## config.mk

```make
export PLATFORM = sky130hd
export DESIGN_NAME = fetch_unit
export DESIGN_NICKNAME = d
export VERILOG_FILES = /design/src/rtl/fetch_unit.sv
export SDC_FILE = /design/constraint.sdc
export NUM_CORES = 1
export LEC_CHECK = 0
export CAP_MARGIN = 10
export CORE_MARGIN = 2
export CORE_UTILIZATION = 56
export CTS_BUF_LIST = sky130_fd_sc_hd__clkbuf_16
export CTS_CLUSTER_SIZE = 20
export DETAILED_ROUTE_END_ITERATION = 7
export MAX_ROUTING_LAYER = met4
export PLACE_DENSITY = 0.86
export RECOVER_POWER = 100
export REMOVE_ABC_BUFFERS = 1
export SYNTH_ARGS = -nofsm -noshare
export SYNTH_HDL_FRONTEND = slang
export SYNTH_SLANG_ARGS = --single-unit
```

## constraint.sdc

```tcl
create_clock -name clk -period 11.3 [get_ports clk]
set_input_delay 1.695 -clock clk [delete_from_list [all_inputs] [get_ports clk]]
set_output_delay 1.695 -clock clk [all_outputs]
set_load 0.005 [all_outputs]
```

## src/rtl/fetch_unit.sv

```systemverilog
// Instruction fetch stage: credit-limited sequential fetch into an in-order queue feeding decode.
// Optional `define FETCH_MISALIGN_CHECK_EN adds misalign_o and a FAULT state for unaligned redirects.
module fetch_unit #(
    parameter logic [31:0] RESET_PC    = 32'h0000_0000,
    parameter int          QUEUE_DEPTH = 2
) (
    input  logic        clk,
    input  logic        reset,
    output logic        imem_req_o,
    output logic [31:0] imem_addr_o,
    input  logic        imem_gnt_i,
    input  logic        imem_rvalid_i,
    input  logic [31:0] imem_rdata_i,
    input  logic        redirect_i,
    input  logic [31:0] redirect_pc_i,
    output logic        inst_valid_o,
    input  logic        inst_ready_i,
    output logic [31:0] inst_o,
    output logic [31:0] pc_o,
    output logic [4:0]  rs1_o,
    output logic [4:0]  rs2_o
`ifdef FETCH_MISALIGN_CHECK_EN
    ,
    output logic        misalign_o
`endif
);

    localparam int CW = $clog2(QUEUE_DEPTH + 1);
    localparam int PW = $clog2(QUEUE_DEPTH);
    localparam logic [CW:0] DEPTH_W = (CW + 1)'(QUEUE_DEPTH);

    typedef enum logic {RUN, FAULT} state_t;

    state_t        state;
    logic [31:0]   fetch_pc;
    logic [31:0]   resp_pc;
    logic [31:0]   inst_q [QUEUE_DEPTH];
    logic [31:0]   pc_q   [QUEUE_DEPTH];
    logic [PW-1:0] head;
    logic [PW-1:0] tail;
    logic [CW-1:0] count;
    logic [CW-1:0] outstanding;
    logic [CW-1:0] discard;
    logic          grant;
    logic          rsp;
    logic          push;
    logic          pop;
    logic          empty;
    logic          redirect_bad;
    logic [31:0]   redirect_target;

    function automatic logic [PW-1:0] ptr_inc(input logic [PW-1:0] p);
        return (p == PW'(QUEUE_DEPTH - 1)) ? '0 : p + 1'b1;
    endfunction

`ifdef FETCH_MISALIGN_CHECK_EN
    assign redirect_bad    = (redirect_pc_i[1:0] != 2'b00);
    assign redirect_target = redirect_pc_i;
`else
    logic unused_pc_bits;
    assign unused_pc_bits  = ^redirect_pc_i[1:0];
    assign redirect_bad    = 1'b0;
    assign redirect_target = {redirect_pc_i[31:2], 2'b00};
`endif

    // Credit counts both buffered words and in-flight requests, so a push can never overflow.
    assign empty       = (count == '0);
    assign imem_req_o  = !reset && (state == RUN) && !redirect_i
                         && (({1'b0, count} + {1'b0, outstanding}) < DEPTH_W);
    assign imem_addr_o = fetch_pc;
    assign grant       = imem_req_o && imem_gnt_i;
    assign rsp         = imem_rvalid_i && (outstanding != '0);
    assign push        = rsp && !redirect_i && (discard == '0);

    assign inst_valid_o = !empty && !redirect_i;
    assign pop          = inst_valid_o && inst_ready_i;
    assign inst_o       = empty ? 32'd0 : inst_q[head];
    assign pc_o         = empty ? 32'd0 : pc_q[head];
    assign rs1_o        = inst_valid_o ? inst_o[19:15] : 5'd0;
    assign rs2_o        = inst_valid_o ? inst_o[24:20] : 5'd0;

    always_ff @(posedge clk) begin
        if (push) begin
            inst_q[tail] <= imem_rdata_i;
            pc_q[tail]   <= resp_pc;
        end
    end

    always_ff @(posedge clk) begin
        if (reset) begin
            state       <= RUN;
            fetch_pc    <= RESET_PC;
            resp_pc     <= RESET_PC;
            head        <= '0;
            tail        <= '0;
            count       <= '0;
            outstanding <= '0;
            discard     <= '0;
`ifdef FETCH_MISALIGN_CHECK_EN
            misalign_o  <= 1'b0;
`endif
        end else begin
            outstanding <= outstanding + CW'(grant) - CW'(rsp);
            if (redirect_i) begin
                // Everything still in flight after this cycle belongs to the old path.
                fetch_pc <= redirect_target;
                resp_pc  <= redirect_target;
                head     <= '0;
                tail     <= '0;
                count    <= '0;
                discard  <= outstanding - CW'(rsp);
                state    <= redirect_bad ? FAULT : RUN;
`ifdef FETCH_MISALIGN_CHECK_EN
                misalign_o <= redirect_bad;
`endif
            end else begin
                if (grant) begin
                    fetch_pc <= fetch_pc + 32'd4;
                end
                if (rsp && (discard != '0)) begin
                    discard <= discard - 1'b1;
                end
                if (push) begin
                    tail    <= ptr_inc(tail);
                    resp_pc <= resp_pc + 32'd4;
                end
                if (pop) begin
                    head <= ptr_inc(head);
                end
                count <= count + CW'(push) - CW'(pop);
            end
        end
    end

endmodule

```

==> results.py <==
metrics = {
    "run_status": {
        "status": "finished, violations left",
        "violations": "max-capacitance violations, max-slew violations",
    },
    "clock_network": {
        "post_cts_buffers": 0,
        "cts_tree": "yes",
        "htreeDepth": 4,
        "ctsLongestPathBuffers": 2,
        "cts.reportedPaths.clkPinSlew_ns": 0.06,
        "cts_root_buffer": "clkbuf_16",
        "clk_latency_ns": 0.43,
        "cts_hold_buf": 0,
        "ctsResizeCount": 0,
        "clkSinkCount": 193,
        "cts_made_buffers": 17,
    },
    "synth": {
        "synth_ff_type": "edfxtp_1",
        "synthCells": 782,
        "syn_area_per_cell_um2": 11.3,
        "synth_area_leaders": "edfxtp_1 (42%), dfxtp_1 (16%), mux2i_1 (7.1%)",
        "synth_edf_count": 124,
        "ys.warnings.count": 0,
        "yosys.area.top_type": "edfxtp_1",
        "synth_area_um2": 8850,
        "synthDistinctLibCells": 65,
        "yosysTopAreaCellShare_pct": 42.1,
        "ys_seq_area_share_pct": 57.7,
        "async_reset_ff_share_pct": 0,
        "synth_seq_cells": 193,
    },
    "route": {
        "drt_iter0_drc": 511,
        "viasPerCell": 5.97,
        "avgRoutedWirePerCell_um": 18.2,
        "wl_um": 21000,
        "vias": 6905,
        "antenna_left": 0,
        "drc": 0,
        "detail_route.first_pass.iterations": 5,
    },
    "setup_path": {
        "required_ns": 9.61,
        "rrSetupSlack_ns": 6.86,
        "r2r_end": "pc_q[0][15]",
        "criticalPathCategory": "in2out",
        "crit_arrival_ns": 5.46,
        "end_kind": "output pin",
        "reg2reg_from": "outstanding[1]",
        "cp_cell_sequence": "buf_2 > clkbuf_1 > or2_0 > nor3_1 > dlygate4sd3_1",
        "critical_path.max_fanout": 70,
        "slowest_stage": "clkbuf_1",
        "start_kind": "primary input",
        "reg2reg_depth": 5,
        "critPathMaxStageDelay_ns": 2.34,
    },
    "placed_design": {
        "portBuffers": 171,
        "hpwl_um": 14000,
        "dp_worst_setup_slack_ns": 6.06,
        "dp_cells": 1124,
        "place.gp.congestion": 0.866,
        "place_area_um2": 10700,
    },
    "global_routing": {
        "grt-ovfl-total": 0,
        "grt_max_degree": 71,
        "grt_pass1_wl_um": 33000,
        "grt_pass1_vias": 6599,
        "antenna_found_initial": 0,
        "grt_use_total_pct": 26.0,
    },
    "timing": {
        "fmax_mhz": 140,
        "relSlewSlack_pct": -140,
        "grt_setup_unrepaired": "no",
        "setup_viol": 0,
        "hold_viol": 0,
        "min_period_ns": 7.16,
        "worst_slack_ns": 4.14,
        "worst_pin_slew_ns": 3.60,
        "period_share_pct": 63.3,
        "skew_ns": 0.00816,
        "setup-tns-final_ns": 0,
        "slew_violations": 395,
        "hold_ws_ns": 0.492,
    },
    "layout": {
        "final_area_um2": 11200,
        "insertedDiodeCount": 0,
        "n_fill_cell": 1107,
        "finalNetCount": 1011,
        "fin_cells": 1156,
        "area_delta_synth_final_pct": 26.5,
        "drive_gt1_share_pct": 4.34,
    },
    "pwr": {
        "pwr-share-comb_pct": 12.8,
        "power.share.switching_pct": 25.0,
        "pwr_density_cell_nw_per_um2": 141,
        "power_frac_clock_pct": 33.8,
        "p_switching_uw": 396,
        "vdd_drop_max_mv": 0.104,
        "power_leakage_nw": 3.91,
        "internal_power_mw": 1.19,
        "seqPwrFrac_pct": 53.3,
    },
    "floorplanning": {
        "chipWidth_um": 130,
        "initial_core_util_pct": 57.8,
        "boundaryPins": 178,
        "core_um2": 15300,
        "dieArea_um2": 16800,
        "fp-row-count": 45,
        "die_h_um": 130,
    },
    "hold_path": {
        "hold_depth": 0,
        "hold_end": "pc_q[0][30]",
        "min_path_type": "reg2reg",
        "hp-start": "resp_pc[30]",
    },
    "run": {
        "cap_violations": 7,
    },
}
==> cell usage in the layout, fill, tap and decap left out, types with 12 or more instances in the layout <==
| cell type | Yosys | final |
|---|---|---|
| dlygate4sd3_1 | 0 | 132 |
| edfxtp_1 | 124 | 124 |
| nand2_1 | 35 | 35 |
| o31a_1 | 12 | 12 |
| a21oi_1 | 12 | 12 |
| nor3_1 | 28 | 28 |
| nor2_1 | 85 | 84 |
| inv_1 | 21 | 23 |
| dfxtp_1 | 69 | 69 |
| mux2i_1 | 63 | 63 |
| xnor2_1 | 12 | 12 |
| clkbuf_16 | 0 | 18 |
| clkdlybuf4s50_1 | 0 | 38 |
| nand4_1 | 18 | 18 |
| o21a_1 | 16 | 16 |
| o21ai_0 | 23 | 23 |
| or4_1 | 13 | 13 |
| nor4_1 | 17 | 17 |
| nand3_1 | 27 | 27 |
==> sequential cells by signal (all words and copies together), names as in the netlist, named ones only <==
register	cells
tail	1
count	2
outstanding	2
imem_addr_o	30
pc_q	60
inst_q	64
discard	2
head	1
resp_pc	30
==> cells in the mapped netlist, types with 2 or more instances <==
| cell type | n |
|---|---|
| a2111oi_0 | 2 |
| a211o_1 | 3 |
| a211oi_1 | 9 |
| a21boi_0 | 10 |
| a21oi_1 | 12 |
| a311oi_1 | 6 |
| a31oi_1 | 11 |
| and2_1 | 10 |
| and3_1 | 10 |
| and4_1 | 11 |
| and4b_1 | 2 |
| buf_1 | 7 |
| buf_4 | 4 |
| clkbuf_1 | 38 |
| dfxtp_1 | 69 |
| edfxtp_1 | 124 |
| ha_1 | 8 |
| inv_1 | 21 |
| mux2i_1 | 63 |
| nand2_1 | 35 |
| nand3_1 | 27 |
| nand4_1 | 18 |
| nor2_1 | 85 |
| nor2b_1 | 5 |
| nor3_1 | 28 |
| nor3b_1 | 5 |
| nor4_1 | 17 |
| nor4b_1 | 2 |
| o211ai_1 | 8 |
| o21a_1 | 16 |
| o21ai_0 | 23 |
| o311a_1 | 5 |
| o311ai_0 | 2 |
| o31a_1 | 12 |
| o31ai_1 | 6 |
| or2_2 | 2 |
| or3_1 | 6 |
| or4_1 | 13 |
| xnor2_1 | 12 |
| xor2_1 | 10 |
==> kinds of logic after synthesis <==
| family | after synthesis | share of synthesized area, % |
|---|---|---|
| buf+inv | 73 | 3.38 |
| flops | 193 | 57.7 |
| xor+xnor | 22 | 2.18 |
| fa+ha+maj | 9 | 1.36 |
| compound gates | 136 | 11.2 |
| mux | 63 | 7.13 |
| other cells | 1 | 0.0424 |
| simple gates | 285 | 17.0 |
==> worst max-delay path by stage <==
stage	startpoint	slack, ns	endpoint
after floorplan	redirect_i	5.39	inst_q[0][0]
after global placement	reset	6.11	imem_req_o
after CTS	reset	6.07	imem_req_o
after detailed placement	reset	6.06	imem_req_o
final	redirect_i	4.14	imem_req_o
after global routing	redirect_i	3.85	imem_req_o
==> power groups by stage <==
stage          clock network, mW  registers (mW)  logic, mW
2_1_floorplan                  0           0.846      0.111
3_3_place_gp                   0           0.851      0.203
3_5_place_dp                   0           0.855      0.209
4_1_cts                    0.544           0.840      0.211
5_1_grt                    0.574           0.849      0.224
6_report                   0.536           0.844      0.203
==> cell type report <==
| cell class | instances | area (um^2) | area share, % |
|---|---|---|---|
| well taps | 211 | 264 | 2.36 |
| clock inverters | 14 | 72.6 | 0.648 |
| multi-input cells | 519 | 3470 | 31.0 |
| clock buffers | 18 | 450 | 4.03 |
| inverters | 21 | 78.8 | 0.704 |
| flip-flops and latches | 193 | 5100 | 45.6 |
| repair buffers | 180 | 1750 | 15.7 |
==> metal layers <==
| layer | vias to the layer above | part of all wire, % | GRT usage [%] |
|---|---|---|---|
| met3 | 46 | 8.4 | 6.19 |
| met2 | 304 | 49 | 42.2 |
| met5 | - | 0 | - |
| li1 | 3270 | - | - |
| met4 | 0 | 2.3 | 8.98 |
| met1 | 3285 | 41 | 32.3 |
==> metrics by stage <==
step           utilization (%)  power, mW
2_1_floorplan                -      0.957
4_1_cts                   73.3       1.59
3_5_place_dp              69.9       1.06
3_3_place_gp              69.9       1.05
6_report                  73.1       1.58
5_1_grt                   73.1       1.65
==> worst max-delay path: cells and delay by family <==
family        cells  cell delay, ns
buf+inv           3            3.01
simple gates      2            0.70
Note: power is estimated with default switching activity, not from simulation.
